File: config.mk
export PLATFORM = sky130hd
export DESIGN_NAME = mips_irq_fabric_flat
export DESIGN_NICKNAME = d
export VERILOG_FILES = /design/src/rtl/mips_irq_fabric_if.sv /design/src/rtl/mips_irq_fabric.sv /design/src/flat_wrapper.sv
export SDC_FILE = /design/constraint.sdc
export NUM_CORES = 1
export LEC_CHECK = 0
export ABC_AREA = 1
export BUFFER_PORTS_ARGS = -buffer_cell sky130_fd_sc_hd__clkbuf_2
export CAP_MARGIN = 10
export CORE_MARGIN = 2
export CORE_UTILIZATION = 49
export CTS_CLUSTER_SIZE = 28
export DETAILED_ROUTE_END_ITERATION = 10
export GPL_TIMING_DRIVEN = 1
export PLACE_DENSITY_LB_ADDON = 0.08
export SLEW_MARGIN = 40
export SYNTH_ARGS = -nofsm -noshare
export SYNTH_HDL_FRONTEND = slang
export SYNTH_SLANG_ARGS = --single-unit
File: constraint.sdc
create_clock -name clk -period 4.8 [get_ports clk]
set_clock_uncertainty 0.05 [all_clocks]
set_input_delay 0.72 -clock clk [delete_from_list [all_inputs] [get_ports clk]]
set_output_delay 0.72 -clock clk [all_outputs]
set_load 0.02 [all_outputs]
File: src/rtl/mips_irq_fabric_if.sv
// Core-side coprocessor/device bus and interrupt handshake of mips_irq_fabric.
// The core side uses the master modport; the fabric uses the slave modport.
interface mips_irq_fabric_if;
    logic [31:0] cop_addr_i;
    logic [31:0] cop_data_i;
    logic [3:0]  cop_we_i;
    logic        cop_re_i;
    logic [31:0] cop_dout_o;
    logic        irq_ack_i;
    logic        irq_req_o;
    logic [31:0] irq_addr_o;

    modport master (
        output cop_addr_i, cop_data_i, cop_we_i, cop_re_i, irq_ack_i,
        input  cop_dout_o, irq_req_o, irq_addr_o
    );

    modport slave (
        input  cop_addr_i, cop_data_i, cop_we_i, cop_re_i, irq_ack_i,
        output cop_dout_o, irq_req_o, irq_addr_o
    );
endinterface

File: src/rtl/mips_irq_fabric.sv
// Device-window decoder plus vectored, prioritised interrupt controller
// sitting between the core's device port and N_DEV peripheral slots.
module mips_irq_fabric #(
    parameter int unsigned N_DEV      = 4,
    parameter logic [31:0] DEV_BASE   = 32'hFFFF_0000,
    parameter int unsigned SLOT_AW    = 8,
    parameter logic [31:0] VEC_STRIDE = 32'h80
) (
    input  logic                   clk,
    input  logic                   rst,
    mips_irq_fabric_if.slave       cop,
    output logic [N_DEV-1:0]       dev_sel_o,
    output logic [SLOT_AW-1:0]     dev_addr_o,
    output logic [31:0]            dev_wdata_o,
    output logic [3:0]             dev_we_o,
    input  logic [32*N_DEV-1:0]    dev_rdata_i,
    input  logic [N_DEV-1:0]       dev_irq_i
);

    localparam int unsigned TAG_LSB   = SLOT_AW + 4;
    localparam int unsigned OW        = SLOT_AW - 2;
    localparam logic [4:0]  CTRL_SLOT = 5'(N_DEV);

    typedef enum logic [1:0] {ST_IDLE, ST_REQ, ST_SVC} state_e;

    state_e             state_q;
    logic [N_DEV-1:0]   enable_q, pending_q, irq_prev_q, armed_q;
    logic [31:0]        vbase_q, cop_dout_q, irq_addr_q;
    logic [3:0]         chan_q;
    logic               irq_req_q;

    logic               hit_c, access_c, ctrl_c, ctrl_wr_c;
    logic               wr_en_c, wr_pend_c, wr_vbase_c, wr_eoi_c, ack_c;
    logic [3:0]         slot_c, winner_c;
    logic [OW-1:0]      reg_idx_c;
    logic [31:0]        rdata_c, vector_c;
    logic [N_DEV-1:0]   elig_c, edge_c;
    logic [N_DEV-1:0]   enable_d, pending_d;
    logic [31:0]        vbase_d;

    // Address decode and device-side strobes
    always_comb begin
        hit_c      = cop.cop_addr_i[31:TAG_LSB] == DEV_BASE[31:TAG_LSB];
        slot_c     = cop.cop_addr_i[TAG_LSB-1:SLOT_AW];
        access_c   = (|cop.cop_we_i) || cop.cop_re_i;
        ctrl_c     = hit_c && ({1'b0, slot_c} == CTRL_SLOT);
        reg_idx_c  = cop.cop_addr_i[SLOT_AW-1:2];
        ctrl_wr_c  = ctrl_c && (|cop.cop_we_i);
        wr_en_c    = ctrl_wr_c && (reg_idx_c == OW'(0));
        wr_pend_c  = ctrl_wr_c && (reg_idx_c == OW'(1));
        wr_vbase_c = ctrl_wr_c && (reg_idx_c == OW'(2));
        wr_eoi_c   = ctrl_wr_c && (reg_idx_c == OW'(3));
        dev_sel_o  = '0;
        for (int k = 0; k < int'(N_DEV); k++) begin
            if (hit_c && access_c && (slot_c == 4'(k))) dev_sel_o[k] = 1'b1;
        end
        dev_we_o    = (|dev_sel_o) ? cop.cop_we_i : 4'h0;
        dev_addr_o  = cop.cop_addr_i[SLOT_AW-1:0];
        dev_wdata_o = cop.cop_data_i;
    end

    // Read mux: device slots, controller registers, zero elsewhere
    always_comb begin
        rdata_c = '0;
        if (hit_c) begin
            for (int k = 0; k < int'(N_DEV); k++) begin
                if (slot_c == 4'(k)) rdata_c = dev_rdata_i[32*k +: 32];
            end
        end
        if (ctrl_c) begin
            if (reg_idx_c == OW'(0))      rdata_c = 32'(enable_q);
            else if (reg_idx_c == OW'(1)) rdata_c = 32'(pending_q);
            else if (reg_idx_c == OW'(2)) rdata_c = vbase_q;
            else if (reg_idx_c == OW'(3)) rdata_c = {27'b0, state_q == ST_SVC, chan_q};
            else                          rdata_c = '0;
        end
    end

    // Priority pick and register-file next state; set beats W1C, ack clear stacks with W1C
    always_comb begin
        elig_c   = pending_q & enable_q;
        winner_c = '0;
        for (int k = int'(N_DEV) - 1; k >= 0; k--) begin
            if (elig_c[k]) winner_c = 4'(k);
        end
        vector_c = vbase_q + 32'(winner_c) * VEC_STRIDE;
        ack_c    = (state_q == ST_REQ) && cop.irq_ack_i && (|elig_c);
        // A line must be sampled low after reset before its rise counts
        edge_c   = dev_irq_i & ~irq_prev_q & armed_q;

        pending_d = pending_q;
        if (wr_pend_c) pending_d = pending_d & ~cop.cop_data_i[N_DEV-1:0];
        for (int k = 0; k < int'(N_DEV); k++) begin
            if (ack_c && (winner_c == 4'(k))) pending_d[k] = 1'b0;
        end
        pending_d = pending_d | edge_c;

        enable_d = wr_en_c    ? cop.cop_data_i[N_DEV-1:0]    : enable_q;
        vbase_d  = wr_vbase_c ? {cop.cop_data_i[31:2], 2'b00} : vbase_q;
    end

    always_ff @(posedge clk or posedge rst) begin
        if (rst) begin
            state_q    <= ST_IDLE;
            enable_q   <= '0;
            pending_q  <= '0;
            irq_prev_q <= '0;
            armed_q    <= '0;
            vbase_q    <= '0;
            cop_dout_q <= '0;
            irq_addr_q <= '0;
            chan_q     <= '0;
            irq_req_q  <= 1'b0;
        end else begin
            enable_q   <= enable_d;
            pending_q  <= pending_d;
            vbase_q    <= vbase_d;
            irq_prev_q <= dev_irq_i;
            armed_q    <= armed_q | ~dev_irq_i;
            if (cop.cop_re_i) cop_dout_q <= rdata_c;
            case (state_q)
                ST_IDLE: begin
                    if (|elig_c) begin
                        state_q    <= ST_REQ;
                        irq_req_q  <= 1'b1;
                        irq_addr_q <= vector_c;
                    end
                end
                ST_REQ: begin
                    irq_addr_q <= vector_c;
                    if (ack_c) begin
                        state_q   <= ST_SVC;
                        irq_req_q <= 1'b0;
                        chan_q    <= winner_c;
                    end else if (!(|elig_c)) begin
                        state_q   <= ST_IDLE;
                        irq_req_q <= 1'b0;
                    end
                end
                ST_SVC: begin
                    if (wr_eoi_c) state_q <= ST_IDLE;
                end
                default: begin
                    state_q   <= ST_IDLE;
                    irq_req_q <= 1'b0;
                end
            endcase
        end
    end

    assign cop.cop_dout_o = cop_dout_q;
    assign cop.irq_req_o  = irq_req_q;
    assign cop.irq_addr_o = irq_addr_q;

endmodule

File: src/flat_wrapper.sv
// flat-port wrapper written by rule: the top's interface ports become plain ports
module mips_irq_fabric_flat 
#(
    parameter int unsigned N_DEV      = 4,
    parameter logic [31:0] DEV_BASE   = 32'hFFFF_0000,
    parameter int unsigned SLOT_AW    = 8,
    parameter logic [31:0] VEC_STRIDE = 32'h80
)
  (clk, rst, dev_sel_o, dev_addr_o, dev_wdata_o, dev_we_o, dev_rdata_i, dev_irq_i, cop_cop_addr_i, cop_cop_data_i, cop_cop_we_i, cop_cop_re_i, cop_irq_ack_i, cop_cop_dout_o, cop_irq_req_o, cop_irq_addr_o);
  mips_irq_fabric_if cop_i ();
  input  logic clk;
  input  logic rst;
  output logic [N_DEV-1:0] dev_sel_o;
  output logic [SLOT_AW-1:0] dev_addr_o;
  output logic [31:0] dev_wdata_o;
  output logic [3:0] dev_we_o;
  input  logic [32*N_DEV-1:0] dev_rdata_i;
  input  logic [N_DEV-1:0] dev_irq_i;
  input wire logic [$bits(cop_i.cop_addr_i)-1:0] cop_cop_addr_i;
  input wire logic [$bits(cop_i.cop_data_i)-1:0] cop_cop_data_i;
  input wire logic [$bits(cop_i.cop_we_i)-1:0] cop_cop_we_i;
  input wire logic [$bits(cop_i.cop_re_i)-1:0] cop_cop_re_i;
  input wire logic [$bits(cop_i.irq_ack_i)-1:0] cop_irq_ack_i;
  output wire logic [$bits(cop_i.cop_dout_o)-1:0] cop_cop_dout_o;
  output wire logic [$bits(cop_i.irq_req_o)-1:0] cop_irq_req_o;
  output wire logic [$bits(cop_i.irq_addr_o)-1:0] cop_irq_addr_o;
  assign cop_i.cop_addr_i = cop_cop_addr_i;
  assign cop_i.cop_data_i = cop_cop_data_i;
  assign cop_i.cop_we_i = cop_cop_we_i;
  assign cop_i.cop_re_i = cop_cop_re_i;
  assign cop_i.irq_ack_i = cop_irq_ack_i;
  assign cop_cop_dout_o = cop_i.cop_dout_o;
  assign cop_irq_req_o = cop_i.irq_req_o;
  assign cop_irq_addr_o = cop_i.irq_addr_o;
  mips_irq_fabric #(.N_DEV(N_DEV), .DEV_BASE(DEV_BASE), .SLOT_AW(SLOT_AW), .VEC_STRIDE(VEC_STRIDE)) u_core (.clk(clk), .rst(rst), .cop(cop_i), .dev_sel_o(dev_sel_o), .dev_addr_o(dev_addr_o), .dev_wdata_o(dev_wdata_o), .dev_we_o(dev_we_o), .dev_rdata_i(dev_rdata_i), .dev_irq_i(dev_irq_i));
endmodule
==> results.yml <==
cts:
  clock_sinks: 113
  cts_resized: 0
  cts_tree: "done"
  clock-root-buffer: "clkbuf_16"
  clk_pin_slew_ns: 0.05
  post_cts_buffers: 0
  clk_latency_ns: 0.41
  ctsHoldBuffers: 0
  cts_inserted_buffers: 17
  clockBufferDepth: 2
  htreeDepth: 4
drt:
  drc: 0
  first_pass_iters: 5
  ant_nets: 0
  viasPerCell: 5.08
  wl_per_cell_um: 15.8
  drtIter0Drc: 527
  wl_um: 23100
  vias: 7411
finish:
  finalNonFillerCells: 1460
  postLayoutCellArea_um2: 9180
  layout_commonest_cell: "nand2_1"
  syn2layout_area_growth_pct: 25.5
  layout_common_cells: "nand2_1, clkbuf_2, dfrtp_1, inv_1, nand3_1"
  final_nets: 1469
  final_util_pct: 63.2
  n_antenna_cell: 0
  nFillCells: 1392
  drive_gt1_share_pct: 33.6
yosys:
  avgSynthCellArea_um2: 7.24
  ys.flop_type: "dfrtp_1"
  synth_edf_count: 0
  synthCells: 1010
  yosysSeqAreaShare_pct: 38.7
  yosys_warnings: 0
  synth_area_um2: 7310
  yosysTopAreaCellShare_pct: 38.7
  async_flop_share_pct: 100
  synth-seq-cells: 113
  synth.area.top_cells: "dfrtp_1, nand2_1, nand3_1"
  synth_cell_types: 42
  yosysTopAreaCell: "dfrtp_1"
hold_path:
  min_path_type: "input pin to async pin"
sta:
  slew_headroom_pct: 47.7
  period_share_pct: 66.2
  max_freq_mhz: 315
  worst_slew_pin_slew_ns: 0.785
  finalCriticalPeriod_ns: 3.18
  hold_viol: 0
  slew_viol_final: 0
  fin_setup_tns_ns: 0
  finalSetupViolCount: 0
  rsz0062_at_grt: "no"
grt:
  grt_max_degree: 86
  antenna_found_initial: 0
  grt.total_usage_pct: 29.0
  grt_pass1_vias: 6977
  grt_pass1_wl_um: 36600
  grt_overflow_total: 0
floorplan:
  io-pin-count: 317
  coreArea_um2: 14500
  dieArea_um2: 15900
  chipHeight_um: 126
  start_util_pct: 50.3
  die_w_um: 126
  rows: 44
placement:
  postPlaceCellArea_um2: 8570
  gp_congestion: 0.942
  place_inst: 1428
  hpwlAfterDp_um: 17800
  io_buffers: 310
setup_path:
  endpoint_kind: "primary output"
  crit_required_ns: 4.03
  crit_path_frequent_cell: "clkbuf_2"
  slowest_stage: "nor4_1"
  worst_setup_path_start_kind: "input pin"
  slowest_delay_ns: 0.66
  worstSetupPathType: "input pin to primary output"
  path_max_fanout: 5
  critical_path.cell_chain: "clkbuf_2 > nor4_1 > inv_1 > o21ai_2 > or2_4 > nor2_1 > clkbuf_2"
  cp.arrival_ns: 2.41
run_status:
  status: "finished clean"
power:
  power_density_nw_per_um2: 312
  p_leak_nw: 5.14
  worst_ir_drop_vdd_uv: 194
flow_run:
  maxCapViolations: 0
==> cell usage after synthesis, types with 2 or more instances <==
cell type / number
nor2_2: 8
nand4_1: 10
a31oi_1: 10
xnor2_1: 2
dfrtp_1: 113
nor2_1: 49
nand3b_1: 7
inv_2: 9
o21ai_0: 48
clkbuf_1: 7
buf_6: 10
nand3_2: 2
o21ai_2: 31
o21ai_1: 15
nor2_4: 3
buf_4: 48
nor3_1: 4
inv_1: 92
nand4_4: 2
nor4_1: 4
nor3_2: 3
ha_1: 2
buf_2: 19
o211ai_1: 18
o21bai_1: 4
o211ai_2: 9
nand2_2: 3
nand2_1: 379
xor2_1: 3
nor3_4: 3
nand3_1: 82
==> layout make-up <==
type	count	area, um2	area share, %
clock buffers	20	437	4.76
clock inverters	12	165	1.80
inverters	102	395	4.31
multi-input cells	711	3500	38.2
flip-flops and latches	113	2830	30.8
well taps	184	230	2.51
repair buffers	318	1620	17.6
==> through the flow <==
stage	power [mW]	hold slack [ns]	worst slack [ns]
after floorplan	1.38	0.364	1.04
after global placement	1.57	0.376	1.66
after global routing	2.98	0.393	1.50
after detailed placement	1.58	0.382	1.65
after CTS	2.89	0.381	1.65
final	2.86	0.329	1.62
==> cell families (layout without fill, tap and decap cells) <==
family,count (synthesis),in the layout,share of synthesized area (%)
and+or+nand+nor,563,563,33.7
buffers and inverters,187,452,13.5
AOI/OAI and AO/OA,139,139,13.1
DFF,113,113,38.7
xor gates and xnor gates,5,5,0.599
adders and majority gates,2,2,0.342
other,1,2,0.0513
==> flip-flops by register name (all words and copies together) (netlist names) <==
signal	count
u_core.state_q	2
u_core.cop.irq_req_o	1
u_core.cop.cop_dout_o	32
u_core.vbase_q	30
u_core.pending_q	4
u_core.cop.irq_addr_o	30
u_core.armed_q	4
u_core.enable_q	4
u_core.irq_prev_q	4
u_core.chan_q	2
==> power breakdown <==
group          internal, mW  switching [mW]
logic                 0.168           0.345
clock network         0.861           0.443
registers              1.01          0.0355
total                  2.04           0.823
==> worst max-delay path: cells and delay by family <==
kind                   cells  cell delay (ns)
AO/OA/AOI/OAI              1             0.32
buffers and inverters      3             0.47
AND/OR/NAND/NOR            3             0.90
==> layer usage <==
metal | global-route usage, % | vias up | wire (um)
met3 | 7.39 | 30 | 1770
met1 | 40.2 | 3376 | 10500
met4 | 8.79 | 0 | 461
met2 | 44.9 | 294 | 10400
met5 | 0 | - | 0
li1 | - | 3711 | -
==> path summary, 6_finish.rpt <==
check | from | to | slack (ns) | cells after the start
min in group clk | u_core.armed_q[0] | u_core.armed_q[0] | 0.39 | 2
worst max-delay path | cop_cop_we_i[1] | dev_we_o[3] | 1.62 | 7
worst max register to register | u_core.enable_q[1] | u_core.cop.irq_addr_o[22] | 2.58 | 8
worst min register to register | u_core.armed_q[0] | u_core.armed_q[0] | 0.39 | 2
worst min-delay path | rst | u_core.vbase_q[26] | 0.33 | 2
max in group asynchronous | rst | u_core.cop.irq_addr_o[19] | 3.51 | 3
No activity file was read; power rests on OpenSTA's default activity.
